<file path="config.mk">
export PLATFORM = sky130hd
export DESIGN_NAME = issue_controller_flat
export DESIGN_NICKNAME = d
export VERILOG_FILES = /design/src/rtl/issue_controller_pkg.sv /design/src/rtl/issue_controller_if.sv /design/src/rtl/issue_fifo.sv /design/src/rtl/issue_controller.sv /design/src/flat_wrapper.sv
export SDC_FILE = /design/constraint.sdc
export NUM_CORES = 1
export LEC_CHECK = 0
export BUFFER_PORTS_ARGS = -buffer_cell sky130_fd_sc_hd__buf_2
export CAP_MARGIN = 20
export CORE_MARGIN = 3
export CORE_UTILIZATION = 45
export CTS_CLUSTER_SIZE = 25
export DETAILED_ROUTE_END_ITERATION = 12
export HOLD_SLACK_MARGIN = 0.05
export PLACE_DENSITY = 0.68
export REMOVE_ABC_BUFFERS = 1
export SETUP_SLACK_MARGIN = 0.05
export SLEW_MARGIN = 20
export SYNTH_ARGS = -nofsm -noshare
export SYNTH_HDL_FRONTEND = slang
export SYNTH_SLANG_ARGS = --single-unit
</file>
<file path="constraint.sdc">
create_clock -name clk -period 2.83 [get_ports clk]
set_input_delay 0.1415 -clock clk [delete_from_list [all_inputs] [get_ports clk]]
set_output_delay 0.1415 -clock clk [all_outputs]
set_load 0.02 [all_outputs]
</file>
<file path="src/rtl/issue_controller_pkg.sv">
// Shared types and defaults for the instruction issue controller.
// The instruction width, default sizing and FSM encoding all live here.
package issue_controller_pkg;

  localparam int INSTRUCTION_WIDTH     = 32;
  localparam int DEFAULT_FIFO_DEPTH    = 4;
  localparam int DEFAULT_START_TIMEOUT = 8;

  typedef logic [INSTRUCTION_WIDTH-1:0] instrWord_t;

  typedef enum logic [1:0] {
    IDLE      = 2'd0,
    ISSUE     = 2'd1,
    WAIT_BUSY = 2'd2,
    WAIT_DONE = 2'd3
  } issueState_t;

endpackage

</file>
<file path="src/rtl/issue_controller_if.sv">
// Upstream instruction handshake plus core start/busy handshake.
// The controller is the slave; the surrounding system is the master.
interface issue_controller_if;
  import issue_controller_pkg::*;

  logic       instrValid;
  instrWord_t instrIn;
  logic       instrReady;
  logic       flush;
  logic       coreBusy;
  logic       coreStart;
  instrWord_t coreInstruction;

  modport master (
    output instrValid, instrIn, flush, coreBusy,
    input  instrReady, coreStart, coreInstruction
  );

  modport slave (
    input  instrValid, instrIn, flush, coreBusy,
    output instrReady, coreStart, coreInstruction
  );

endinterface

</file>
<file path="src/rtl/issue_fifo.sv">
// Instruction buffer: power-of-two circular FIFO with flush and a live count.
// The head word is read combinationally so the controller can latch it on pop.
module issue_fifo
  import issue_controller_pkg::*;
#(
  parameter int DEPTH = DEFAULT_FIFO_DEPTH
) (
  input  logic                           clk,
  input  logic                           reset,
  input  logic                           push,
  input  logic                           pop,
  input  logic                           flush,
  input  instrWord_t                     din,
  output instrWord_t                     dout,
  output logic                           full,
  output logic                           empty,
  output logic [$clog2(DEPTH+1)-1:0]     count
);

  localparam int PTR_W   = $clog2(DEPTH);
  localparam int COUNT_W = $clog2(DEPTH+1);

  instrWord_t       mem [DEPTH];
  logic [PTR_W-1:0] wrPtr;
  logic [PTR_W-1:0] rdPtr;
  logic             wrEn;
  logic             rdEn;

  assign full  = (count == COUNT_W'(DEPTH));
  assign empty = (count == '0);
  assign dout  = mem[rdPtr];

  // A full buffer still takes a word when the head leaves in the same cycle.
  assign wrEn = push && !flush && (!full || pop);
  assign rdEn = pop && !empty && !flush;

  // NOTE: sequential state uses non-blocking assignments so every register samples pre-edge values.
  always_ff @(posedge clk or posedge reset) begin
    if (reset) begin
      wrPtr <= '0;
      rdPtr <= '0;
      count <= '0;
    end else if (flush) begin
      wrPtr <= '0;
      rdPtr <= '0;
      count <= '0;
    end else begin
      if (wrEn) wrPtr <= wrPtr + PTR_W'(1);
      if (rdEn) rdPtr <= rdPtr + PTR_W'(1);
      case ({wrEn, rdEn})
        2'b10:   count <= count + COUNT_W'(1);
        2'b01:   count <= count - COUNT_W'(1);
        default: count <= count;
      endcase
    end
  end

  // NOTE: storage is not reset; pointers and count alone define which entries are valid.
  always_ff @(posedge clk) begin
    if (wrEn) mem[wrPtr] <= din;
  end

endmodule

</file>
<file path="src/rtl/issue_controller.sv">
// Issue controller: buffers instructions and hands them one at a time to the core,
// pulsing coreStart and holding coreInstruction until the core drops coreBusy.
module issue_controller
  import issue_controller_pkg::*;
#(
  parameter int FIFO_DEPTH    = DEFAULT_FIFO_DEPTH,
  parameter int START_TIMEOUT = DEFAULT_START_TIMEOUT
) (
  input  logic                               clk,
  input  logic                               reset,
  issue_controller_if.slave                  bus,
  output logic [$clog2(FIFO_DEPTH+1)-1:0]    fifoCount,
  output logic                               idle,
  output logic                               timeoutError
);

  localparam int TIMER_W = $clog2(START_TIMEOUT+1);

  issueState_t        state;
  issueState_t        nextState;
  logic               pop;
  logic               timeoutHit;
  logic               fifoFull;
  logic               fifoEmpty;
  instrWord_t         fifoHead;
  logic [TIMER_W-1:0] timer;

  issue_fifo #(.DEPTH(FIFO_DEPTH)) fifo (
    .clk   (clk),
    .reset (reset),
    .push  (bus.instrValid),
    .pop   (pop),
    .flush (bus.flush),
    .din   (bus.instrIn),
    .dout  (fifoHead),
    .full  (fifoFull),
    .empty (fifoEmpty),
    .count (fifoCount)
  );

  assign bus.instrReady = !fifoFull;
  assign idle           = (state == IDLE) && fifoEmpty;

  always_ff @(posedge clk or posedge reset) begin
    if (reset) state <= IDLE;
    else       state <= nextState;
  end

  // NOTE: every output of this block is defaulted first, so no path can infer a latch.
  always_comb begin
    nextState  = state;
    pop        = 1'b0;
    timeoutHit = 1'b0;
    case (state)
      IDLE: begin
        // Flush wins over a pop; coreBusy is deliberately not looked at here.
        if (!fifoEmpty && !bus.flush) begin
          pop       = 1'b1;
          nextState = ISSUE;
        end
      end
      ISSUE:     nextState = WAIT_BUSY;
      WAIT_BUSY: begin
        if (bus.coreBusy) begin
          nextState = WAIT_DONE;
        end else if (timer == TIMER_W'(START_TIMEOUT-1)) begin
          timeoutHit = 1'b1;
          nextState  = IDLE;
        end
      end
      WAIT_DONE: if (!bus.coreBusy) nextState = IDLE;
      default:   nextState = IDLE;
    endcase
  end

  // Timer counts cycles since the start pulse, so the pulse cycle itself is count 1.
  always_ff @(posedge clk or posedge reset) begin
    if (reset) begin
      bus.coreStart       <= 1'b0;
      bus.coreInstruction <= '0;
      timer               <= '0;
      timeoutError        <= 1'b0;
    end else begin
      bus.coreStart <= pop;
      if (pop) bus.coreInstruction <= fifoHead;
      if (state == ISSUE)          timer <= TIMER_W'(1);
      else if (state == WAIT_BUSY) timer <= timer + TIMER_W'(1);
      if (timeoutHit) timeoutError <= 1'b1;
    end
  end

endmodule
</file>
<file path="src/flat_wrapper.sv">
// flat-port wrapper written by rule: the top's interface ports become plain ports
module issue_controller_flat import issue_controller_pkg::*;
#(
  parameter int FIFO_DEPTH    = DEFAULT_FIFO_DEPTH,
  parameter int START_TIMEOUT = DEFAULT_START_TIMEOUT
)
  (clk, reset, fifoCount, idle, timeoutError, bus_instrValid, bus_instrIn, bus_flush, bus_coreBusy, bus_instrReady, bus_coreStart, bus_coreInstruction);
  issue_controller_if bus_i ();
  input  logic clk;
  input  logic reset;
  output logic [$clog2(FIFO_DEPTH+1)-1:0] fifoCount;
  output logic idle;
  output logic timeoutError;
  input wire logic [$bits(bus_i.instrValid)-1:0] bus_instrValid;
  input wire logic [$bits(bus_i.instrIn)-1:0] bus_instrIn;
  input wire logic [$bits(bus_i.flush)-1:0] bus_flush;
  input wire logic [$bits(bus_i.coreBusy)-1:0] bus_coreBusy;
  output wire logic [$bits(bus_i.instrReady)-1:0] bus_instrReady;
  output wire logic [$bits(bus_i.coreStart)-1:0] bus_coreStart;
  output wire logic [$bits(bus_i.coreInstruction)-1:0] bus_coreInstruction;
  assign bus_i.instrValid = bus_instrValid;
  assign bus_i.instrIn = bus_instrIn;
  assign bus_i.flush = bus_flush;
  assign bus_i.coreBusy = bus_coreBusy;
  assign bus_instrReady = bus_i.instrReady;
  assign bus_coreStart = bus_i.coreStart;
  assign bus_coreInstruction = bus_i.coreInstruction;
  issue_controller #(.FIFO_DEPTH(FIFO_DEPTH), .START_TIMEOUT(START_TIMEOUT)) u_core (.clk(clk), .reset(reset), .bus(bus_i), .fifoCount(fifoCount), .idle(idle), .timeoutError(timeoutError));
endmodule
</file>
==> reports/qor.csv <==
stage,metric,value,unit
setup_path,crit end category,flip-flop,
clock_network,CTS buffer count,17,
power,VDD IR-drop max,0.533,mV
drt,DR iter-0 viols,193,
run_status,status,completed,
global_route,Global Route met3 Usage,0.0475,
floorplan,# rows,44,
sta,Tmin final,2.35,ns
drt,post-route ant nets,0,
finish,# diodes,0,
clock_network,CTS tree,built,
yosys,Simple-Gate Fraction of Synth Area,0.0309,
floorplan,die area,0.0164,mm2
clock_network,Root Buffer,clkbuf_16,
placement,pre-CTS setup slack,0.496,ns
power,PwrDens,909,mW/mm2
setup_path,Setup crit end,u_core.fifo.mem[1][19],
sta,RSZ-0062 raised after global routing,false,
placement,gpl congestion,0.770,
finish,Final #Nets,505,
global_route,initial antenna violation count,0,
setup_path,Setup crit start,u_core.state[0],
setup_path,startpoint type of the worst setup path,flip-flop,
yosys,Mapped Area,0.00672,mm2
global_route,vias in the first global route,3691,
drt,Initial DRT Pass Iterations,4,
global_route,gr busiest metal,met2,
global_route,met2 usage,0.247,
worst_hold_path,Hold WC Path Type,in2reg,
yosys,Synth Area per Inst,20.5,um2
drt,Post-Route WL,11900,um
setup_path,crit path DAT,2.44,ns
sta,Hold Fails Final Rpt,0,
finish,most frequent cells in the layout,"edfxtp_1 (128), buf_2 (75), dfrtp_1 (45)",
floorplan,chip width,128,um
yosys,Compound-Gate Fraction of Synth Area,0.0184,
setup_path,Max Fanout on Critical Path,21,
finish,area grow syn2layout,22.8,%
drt,routed length per instance,18.3,um
sta,Rel. slew slack,0.416,
sta,Fmax,425,MHz
sta,final setup fails,0,
setup_path,FF-to-FF path depth,6,
floorplan,Die Ht,128,um
yosys,Netlist cell types,35,
yosys,largest family of logic cells by synthesized area,multiplexers,
setup_path,Reg2Reg Capture Point,u_core.fifo.mem[1][19],
clock_network,maximum level of the CTS H-tree,4,
finish,Multi-input gate area,0.00163,mm2
setup_path,FF-to-FF Start,u_core.state[0],
setup_path,Crit Path Category,reg2reg,
drt,DRC,0,
sta,Slew @ Worst Pin,0.875,ns
yosys,Synth Area in Adders,0.0216,
yosys,Mapped Cells,328,
setup_path,FF-to-FF setup slack,0.48,ns
clock_network,CTS sink cnt,175,
sta,period utilisation layout,0.830,
flow_run,Max-cap violations,0,
floorplan,Core ar.,0.0146,mm2
sta,Setup TNS Final,0,ns
clock_network,"Clk pin slew, worst setup/hold paths",0.06,ns
placement,Post-DP Area,0.00739,mm2
sta,WHS,0.0890,ns
global_route,aggregate global routing overflow,0,
setup_path,Worst EP required,2.91,ns
finish,sequential cell area,0.00502,mm2
global_route,total track usage,0.157,
yosys,sequential area share after synthesis,0.747,
clock_network,clk buf depth,2,
sta,skew final,0.00757,ns
finish,Layout fillers,1096,
drt,DR vias,3376,
finish,final instance area,0.00826,mm2
sta,final worst slack,0.480,ns
yosys,"FF+latch count, synth",175,
global_route,pin count of the biggest net entering global routing,48,
power,Static Leak,3.05,nW
global_route,met1 GRT Util,0.206,
finish,fraction of layout cells with a size suffix above 1,0.403,
floorplan,Initial Util,0.461,
clock_network,worst skew pair latency,0.42,ns
finish,"commonest non-fill, non-tap cell in the layout",edfxtp_1,
yosys,mux cell area share after synthesis,0.167,
yosys,YS warnings,0,
clock_network,post-CTS sizing,0,
sta,max-slew violations,0,
floorplan,io pins,76,
placement,PortBufs,75,
placement,Post-DP HPWL,7500,um
drt,DR vias/cell,5.17,
global_route,first-pass GRT wire length,19400,um
yosys,Synth Area in XOR/XNOR,0.00261,
flip-flops by register name, summed over array words and instances, names as in the netlist:
| register | flops |
|---|---|
| u_core.bus.coreInstruction | 32 |
| u_core.bus.coreStart | 1 |
| u_core.fifo.count | 3 |
| u_core.fifo.mem | 128 |
| u_core.fifo.rdPtr | 2 |
| u_core.fifo.wrPtr | 2 |
| u_core.state | 2 |
| u_core.timeoutError | 1 |
| u_core.timer | 4 |
per-stage QoR:
| stage | cells | total power, mW | util |
|---|---|---|---|
| finish | 653 | 7.51 | 0.566 |
| CTS | 653 | 7.61 | 0.566 |
| global route | 653 | 7.94 | 0.566 |
| floorplan | 316 | 4.81 | - |
| detailed placement | 588 | 5.46 | 0.506 |
| global placement | 588 | 5.40 | 0.506 |
what timing repair did:
item	4_1_cts	5_1_grt
setup endpoints to repair	0	0
hold endpoints to repair	176	0
buffers inserted	0	0
hold buffers	34	0
logic make-up (layout without fill, tap and decap cells):
| family | Yosys count | after routing |
|---|---|---|
| AOI/OAI and AO/OA | 16 | 16 |
| xor gates and xnor gates | 2 | 2 |
| adders and majority gates | 11 | 11 |
| buffers and inverters | 21 | 162 |
| DFF | 175 | 175 |
| muxes | 68 | 68 |
| and+or+nand+nor | 35 | 35 |
layer usage:
layer / up-vias / routed length (um) / share of wire
li1: 1557 / - / -
met1: 1741 / 5350 / 0.45
met2: 68 / 5930 / 0.50
met3: 10 / 491 / 0.041
met4: 0 / 163 / 0.014
met5: - / 0 / 0
power by group:
group	switching, mW	internal (mW)	leakage (nW)
clock	0.870	1.22	0.258
sequential	0.210	3.16	1.74
combinational	1.08	0.964	1.05
total	2.16	5.35	3.05
synthesized netlist by cell type, drive strengths merged:
cell type,count,share of area
o41ai,1,0.0013
mux2i,3,0.0045
a2111oi,1,0.0041
mux2,33,0.055
nor2b,1,0.00093
fa,1,0.0030
nand3b,1,0.0011
nand3,2,0.0015
mux4,32,0.11
xor2,2,0.0026
o21bai,1,0.0011
dfrtp,47,0.17
inv,9,0.0050
o21a,1,0.0011
a41o,1,0.0015
and2,5,0.0047
ha,10,0.019
clkbuf,5,0.0028
buf,7,0.0052
nand2b,2,0.0019
o31ai,2,0.0022
o22ai,2,0.0019
nor3,4,0.0030
o21ai,4,0.0030
nand4b,1,0.0013
nor3b,2,0.0030
a21oi,3,0.0022
nor2,5,0.0028
edfxtp,128,0.57
nor4b,2,0.0035
or3,1,0.0017
or2b,1,0.0011
nand2,8,0.0045
layout make-up:
| cell class | instances | area share |
|---|---|---|
| clock buffer | 24 | 0.0559 |
| clock inverter | 7 | 0.00803 |
| inverter | 9 | 0.00424 |
| multi-input combinational | 132 | 0.197 |
| sequential | 175 | 0.608 |
| tap | 184 | 0.0279 |
| timing repair buffer | 122 | 0.0985 |
critical path, cell delays in order, from the launching register on:
cell     delay [ns]
dfrtp_1        0.40
inv_1          0.15
ha_1           0.22
nor4b_1        0.10
nor3_1         0.55
and2_2         0.28
buf_4          0.32
worst min-delay path by stage:
| stage | startpoint | endpoint | slack, ns | depth (start not counted) |
|---|---|---|---|---|
| floorplan | bus_flush | u_core.fifo.rdPtr[0] | 0.21 | 1 |
| global placement | bus_instrIn[10] | u_core.fifo.mem[2][10] | 0.36 | 1 |
| detailed placement | bus_instrIn[16] | u_core.fifo.mem[3][16] | 0.36 | 1 |
| CTS | bus_flush | u_core.fifo.rdPtr[1] | 0.07 | 2 |
| global route | bus_flush | u_core.fifo.rdPtr[0] | 0.09 | 2 |
| finish | bus_flush | u_core.fifo.rdPtr[1] | 0.09 | 2 |
Power figures use the tool's default switching activity.
